### config.mk
export PLATFORM = sky130hd
export DESIGN_NAME = traffic_light_controller
export DESIGN_NICKNAME = d
export VERILOG_FILES = /design/src/rtl/traffic_light_controller.sv
export SDC_FILE = /design/constraint.sdc
export NUM_CORES = 1
export LEC_CHECK = 0
export ABC_AREA = 1
export BUFFER_PORTS_ARGS = -buffer_cell sky130_fd_sc_hd__buf_2
export CORE_ASPECT_RATIO = 0.6
export CORE_MARGIN = 2
export CORE_UTILIZATION = 55
export CTS_CLUSTER_DIAMETER = 80
export CTS_CLUSTER_SIZE = 16
export DETAILED_ROUTE_END_ITERATION = 6
export HOLD_SLACK_MARGIN = 0.03
export PLACE_DENSITY_LB_ADDON = 0.12
export SLEW_MARGIN = 0
export SYNTH_ARGS = -nofsm -noshare
export SYNTH_HDL_FRONTEND = slang
export SYNTH_SLANG_ARGS = --single-unit
export TNS_END_PERCENT = 1
### constraint.sdc
create_clock -name clk -period 2.4 [get_ports clk]
set_clock_uncertainty 0.05 [all_clocks]
set_input_delay 0.24 -clock clk [delete_from_list [all_inputs] [get_ports clk]]
set_output_delay 0.24 -clock clk [all_outputs]
set_load 0.005 [all_outputs]
### src/rtl/traffic_light_controller.sv
// traffic_light_controller: main/side road light sequencer with pedestrian crossing of the main road.
// Optional `TLC_PED_COUNTDOWN_EN adds a walk_count output with the remaining walk+clear seconds.
module traffic_light_controller #(
  parameter int TICK_DIV   = 27000000,
  parameter int MIN_MAIN_T = 10,
  parameter int YELLOW_T   = 3,
  parameter int ALLRED_T   = 1,
  parameter int SIDE_T     = 6,
  parameter int WALK_T     = 8,
  parameter int CLEAR_T    = 4
) (
  input  logic       clk,
  input  logic       reset,
  input  logic       side_req,
  input  logic       ped_req,
  output logic [2:0] main_light,
  output logic [2:0] side_light,
  output logic       walk,
  output logic       side_pending,
  output logic       ped_pending,
  output logic [2:0] phase
`ifdef TLC_PED_COUNTDOWN_EN
  , output logic [7:0] walk_count
`endif
);
  localparam int PW = $clog2(TICK_DIV + 1);
  typedef enum logic [2:0] {
    MAIN_GREEN, MAIN_YELLOW, ALLRED_A, SIDE_GREEN, SIDE_YELLOW, ALLRED_B, PED_WALK, PED_CLEAR
  } state_t;
  state_t state, nxt;
  logic [PW-1:0] presc, presc_n;
  logic [7:0] secs, secs_n;
  logic side_q, ped_q, min_done, tick, expire, min_now, entry, hold;
  int dur;
  assign phase = state;
  assign tick = presc == PW'(TICK_DIV - 1);
  assign dur = (state == MAIN_YELLOW || state == SIDE_YELLOW) ? YELLOW_T :
               (state == ALLRED_A || state == ALLRED_B) ? ALLRED_T :
               state == SIDE_GREEN ? SIDE_T :
               state == PED_WALK ? WALK_T :
               state == PED_CLEAR ? CLEAR_T : MIN_MAIN_T;
  assign expire = tick && secs == 8'(dur - 1);
  assign min_now = min_done || expire;
  // once the minimum green is met with nothing waiting, freeze the counters
  assign hold = state == MAIN_GREEN && min_done;
  always_comb begin
    nxt = state;
    unique case (state)
      MAIN_GREEN:  nxt = (min_now && (side_pending || ped_pending)) ? MAIN_YELLOW : MAIN_GREEN;
      MAIN_YELLOW: nxt = expire ? ALLRED_A : state;
      ALLRED_A:    nxt = expire ? (side_pending ? SIDE_GREEN : PED_WALK) : state;
      SIDE_GREEN:  nxt = expire ? SIDE_YELLOW : state;
      SIDE_YELLOW: nxt = expire ? ALLRED_B : state;
      ALLRED_B:    nxt = expire ? (ped_pending ? PED_WALK : MAIN_GREEN) : state;
      PED_WALK:    nxt = expire ? PED_CLEAR : state;
      PED_CLEAR:   nxt = expire ? MAIN_GREEN : state;
    endcase
  end
  assign entry = nxt != state;
  assign presc_n = entry ? '0 : hold ? presc : tick ? '0 : presc + PW'(1);
  assign secs_n = entry ? 8'd0 : hold ? secs : tick ? secs + 8'd1 : secs;
  always_ff @(posedge clk) begin
    if (!reset) begin
      state        <= MAIN_GREEN;
      main_light   <= 3'b001;
      side_light   <= 3'b100;
      walk         <= 1'b0;
      side_pending <= 1'b0;
      ped_pending  <= 1'b0;
      presc        <= '0;
      secs         <= 8'd0;
      min_done     <= 1'b0;
      side_q       <= side_req;
      ped_q        <= ped_req;
    end else begin
      state        <= nxt;
      main_light   <= nxt == MAIN_GREEN ? 3'b001 : nxt == MAIN_YELLOW ? 3'b010 : 3'b100;
      side_light   <= nxt == SIDE_GREEN ? 3'b001 : nxt == SIDE_YELLOW ? 3'b010 : 3'b100;
      walk         <= nxt == PED_WALK || (nxt == PED_CLEAR && !secs_n[0]);
      side_pending <= (side_req && !side_q) || (side_pending && !(entry && nxt == SIDE_GREEN));
      ped_pending  <= (ped_req && !ped_q) || (ped_pending && !(entry && nxt == PED_WALK));
      presc        <= presc_n;
      secs         <= secs_n;
      min_done     <= state == MAIN_GREEN && !entry && min_now;
      side_q       <= side_req;
      ped_q        <= ped_req;
    end
  end
`ifdef TLC_PED_COUNTDOWN_EN
  always_ff @(posedge clk) begin
    if (!reset) walk_count <= 8'd0;
    else walk_count <= !(nxt == PED_WALK || nxt == PED_CLEAR) ? 8'd0 :
                       (entry && nxt == PED_WALK) ? 8'(WALK_T + CLEAR_T) :
                       tick ? walk_count - 8'd1 : walk_count;
  end
`endif
endmodule

## After elaboration in Yosys (flattened, before gate mapping)

Index checks and enable logic that the tools add are counted.

- $add $sub $neg: 3
- Equal/unequal tests: 15
- Mux-type cells: 23
- Bitwise gates (word level): 2
- Reductions and logical operators: 31

Operators with widths:

| operator | number |
|---|---|
| 3-bit 2-to-1 mux | 12 |
| 25-bit by 1-bit adder with 25-bit output, second input constant | 1 |
| 25-bit equality test, second input constant | 1 |
| 25-bit 2-to-1 mux | 1 |
| 3-bit case mux with 8 select lines | 1 |
| 3-bit equality test, second input constant | 7 |
| 4-bit 2-to-1 mux | 5 |
| 1-bit logical AND | 12 |
| 3-bit by 2-bit equality test with 1-bit output, second input constant | 3 |
| 8-bit by 1-bit adder with 8-bit output, second input constant | 1 |
| 8-bit equality test | 1 |
| 1-bit logical OR | 7 |
| 3-bit by 1-bit equality test with 1-bit output, second input constant | 2 |
| 1-bit zero test | 6 |
| 3-bit zero test | 2 |
| 2-bit OR reduction | 3 |
| 4-bit by 1-bit subtractor with 5-bit output, second input constant | 1 |
| 1-bit 2-to-1 mux | 4 |
| 3-bit != test | 1 |
| 1-bit inverter | 2 |
| 2-bit AND reduction | 1 |

- Register bits: 48
- Input bits: 4
- Output and inout bits: 12
- Word-level logic and storage cells: 87

## Depth between registers and ports, before layout

- Depth in word-level cells: 18
- Mapped depth: 19
- Depth with buffers taken out: 18

## Worst setup path after synthesis

No wires, ideal clock.

- Path kind: reg-to-reg
- Start: register presc[0]
- End: register presc[21]
- Setup time: 124 ps
- Data arrival time: 2,036 ps
- Required time: 2,226 ps
- Slack: 190 ps
- Cell stages (with the launch flop): 18
- Path buffers: 1
- Period minus slack after synthesis: 2,210 ps
- Cells stage by stage: dfxtp_1 ha_1 nand3_1 nor2_2 nand3_1 nor2_1 nand2_1 nor2_4 nand3_1 nand2_1 nand2_1 nand2_1 nand2_2 a21oi_2 nand2_2 nand4_4 buf_12 nor2_4

- Longest elaborated chain between the ends: 8
- Elaborated cells on any way between the ends: 17
- Those cells by class: 1 x add/sub; 2 x eq/ne; 10 x mux; 4 x reduce/logical

RTL lines:

| item | line | source |
|---|---|---|
| from (decl) | 31 | `logic [PW-1:0] presc, presc_n;` |
| from (signal assigned) | 82 | `presc <= presc_n;` |
| 25-bit equality test | 36 | `assign tick = presc == PW'(TICK_DIV - 1);` |
| 1-bit logical AND | 42 | `assign expire = tick && secs == 8'(dur - 1);` |
| 1-bit logical OR | 43 | `assign min_now = min_done \|\| expire;` |
| 1-bit logical AND | 49 | `MAIN_GREEN: nxt = (min_now && (side_pending \|\| ped_pending)) ? MAIN_YELLOW : MAIN_GREEN;` |
| 1-bit 2-to-1 mux | 49 |  |
| 3-bit case mux with 8 select lines | 48 | `unique case (state)` |
| 3-bit != test | 59 | `assign entry = nxt != state;` |
| 2-bit OR reduction (no line) | - |  |

Several ways; a longest one is shown, not always the timed one.
A chain may end at the register's enable or synchronous reset.

## Final worst setup path

- Start: register presc[0]
- End: register presc[7]

Same word-level chain as after synthesis.

==> results.cfg <==
[synthesis]
syn-cell-area_um2 = 3090
synth_nets = 424
ys_top_cells_by_area = dfxtp_1 31%, nor2_4 12%, nand2_1 10%
synth_commonest_cells = 83 x nand2_1, 54 x inv_1, 48 x dfxtp_1, 44 x nor2_1, 33 x nor2_4
synth_edf_count = 0
synth_area_leader_cell = dfxtp_1
yosysSeqAreaShare = 0.311
synth-seq-cells = 48
post-synth-top-area-fraction = 0.311
ys_async_sr_fraction = 0
avgSynthCellArea_um2 = 7.39
synth_flop_cell = dfxtp_1
netlist_instances = 418
synth-warning-count = 0
synth_most_common_cell = nand2_1
netlist-cell-type-count = 40

[die]
std_cell_rows = 21
die_area_um2 = 6250
fp.coreArea_um2 = 5490
die_h_um = 62.1
initial_core_util = 0.563
die_w_um = 101
io_pins = 16

[global_route]
grt.total_usage = 0.259
grt_pass1_wl_um = 12100
antenna_found_initial = 0
first_global_vias = 2397
gr-total-overflow = 0
grt_max_degree = 14

[clocking]
ctsHtreeMaxLevel = 2
root_buffer = clkbuf_8
path_clk_slew_ns = 0.09
cts_tree = yes
clk_latency_ns = 0.31
cts-buffers-inserted = 5
postCtsSetupRepairBufs = 0
cts_buffer_depth = 2
clkSinkCount = 48

[pwr]
peakVddDrop_uv = 216
pwr_density_cell_nw_per_um2 = 381
p_leak_nw = 1.47

[worst_setup_path]
reg2reg_depth = 17
cp.required_ns = 2.55
max_stage_delay_ns = 0.37
critPathArrivalTime_ns = 2.56
cp-end-kind = flip-flop
crit_top_cell = nor2_4
path_buf_inv = 1
r2r_setup_slack_ns = -0.008
path_delay_family = simple AND/OR/NAND/NOR gates
crit_fanout = 6
critPathKind = flip-flop to flip-flop
slowest_stage = dfxtp_2
rr_startpoint = presc[0]
crit_path_cell_trace = ha_4, nand3_4, nor2_4, nand3_2, nor2_4, nand2_2, nor2_4, nand3_2, nand2_1, nand2_1, nand2_1, nand2_2, a21oi_4, nand2_2, nand4_4, clkbuf_16, nor2_4
cp-start-kind = flip-flop
r2r-end = presc[7]

[drt]
num_vias = 2829
drc_errors = 0
drt_iter0_drc = 290
ant_nets = 0
post_drt_wl_per_cell_um = 14.7
routed_wl_um = 7900
avgViaCountPerCell = 5.27
drtPass1Iterations = 5

[layout]
multi_input_area_um2 = 1890
layout-drive-gt1-share = 0.331
final_util = 0.676
synthToLayoutAreaGrowth_pct = 20.1
n_fill_cell = 465
n_antenna_cell = 0
final_cell_area_um2 = 3710
regArea_um2 = 980
nets = 473

[sta]
slew_viol_final = 0
tns_ns = -0.00794
hold_viol_final = 0
fin_crit_ns = 2.41
setup_viol = 1
finalCritPeriodShare = 1.00
setup_ws_ns = -0.00794
tightest_slew_ns = 0.430
fin_hold_ws_ns = 0.114
clock.fmax_ghz = 0.415
rsz0062_at_grt = true
timing.slew.headroom = 0.710

[hold_path]
min_from = reset
hold_class = input port to flip-flop
worstHoldEndpoint = main_light[0]
hold_depth = 2

[run]
maxCapViolations = 0

[status]
violations = setup timing
status = complete, but fails checks

[placed_design]
pre_cts_slack_ns = -0.0236
hpwl_um = 5880
portBuffers = 15
dpl_cell_area_um2 = 3410
gp_congestion = 1.08
[cell usage in the layout, fill, tap and decap left out, drive strengths merged]
master       instances
nor2                82
nand3               38
nor4                 5
a31oi                1
inv                 63
a21oi               13
or4                  1
nand2               96
buf                 44
nor3                13
o22ai                1
o21ai               12
or2                  2
o221ai               1
a22oi                1
o21bai               1
nand4               10
ha                   2
xnor2                3
a31o                 1
o2111ai              1
o31ai                1
dfxtp               48
dlygate4sd3          2
clkbuf              11
xor2                15
[layer usage]
metal	up-vias	wire, um	GRT usage
li1	1425	-	-
met1	1258	3900	0.409
met2	131	2980	0.338
met3	15	904	0.0727
met4	0	118	0.0587
met5	-	0	0
[stage by stage]
step / total power [mW] / std cells
3_3_place_gp: 0.902 / 524
5_1_grt: 1.48 / 537
2_1_floorplan: 0.886 / 418
6_report: 1.41 / 537
4_1_cts: 1.41 / 534
3_5_place_dp: 0.903 / 524
[state kept, by name (all words and copies together), names as in the netlist]
signal        flops
side_pending      1
side_q            1
presc            25
ped_pending       1
side_light        3
ped_q             1
min_done          1
secs              8
walk              1
main_light        3
phase             3
[worst max-delay path by stage]
stage	start	endpoint	slack [ns]	cells after the start
after floorplan	presc[0]	presc[21]	0.19	17
after global placement	phase[0]	presc[12]	0.08	16
after detailed placement	presc[1]	presc[11]	-0.02	17
after CTS	phase[0]	presc[11]	0.02	16
after global routing	presc[3]	presc[7]	-0.14	16
final	presc[0]	presc[7]	-0.008	17
[logic make-up (layout without fill, tap and decap cells)]
| family | Yosys count | in the layout | synth area share |
|---|---|---|---|
| simple gates | 247 | 247 | 0.460 |
| buf+inv | 70 | 120 | 0.109 |
| flops | 48 | 48 | 0.311 |
| compound gates | 33 | 33 | 0.0615 |
| xor+xnor | 18 | 18 | 0.0510 |
| fa+ha+maj | 2 | 2 | 0.00810 |
[cell type report]
| cell class | count | share of cell area |
|---|---|---|
| Clock buffer | 8 | 0.0243 |
| Tap cell | 69 | 0.0233 |
| Multi-Input combinational cell | 300 | 0.509 |
| Sequential cell | 48 | 0.264 |
| Timing Repair Buffer | 49 | 0.116 |
| Inverter | 63 | 0.0644 |
[timing repair]
action                                  4_1_cts  5_1_grt
pin swaps                                     0        7
hold endpoints to repair                      2        0
gates resized for setup                       2       35
cloned                                        0        3
endpoints found under the setup margin       25       42
hold buffers                                  2        0
[report_power, final]
part	total, mW	switching, mW	leakage (nW)	internal [mW]
Sequential	0.815	0.00960	0.395	0.805
Clock	0.506	0.270	0.0455	0.236
Combinational	0.0943	0.0505	1.03	0.0437
Power figures use the tool's default switching activity.
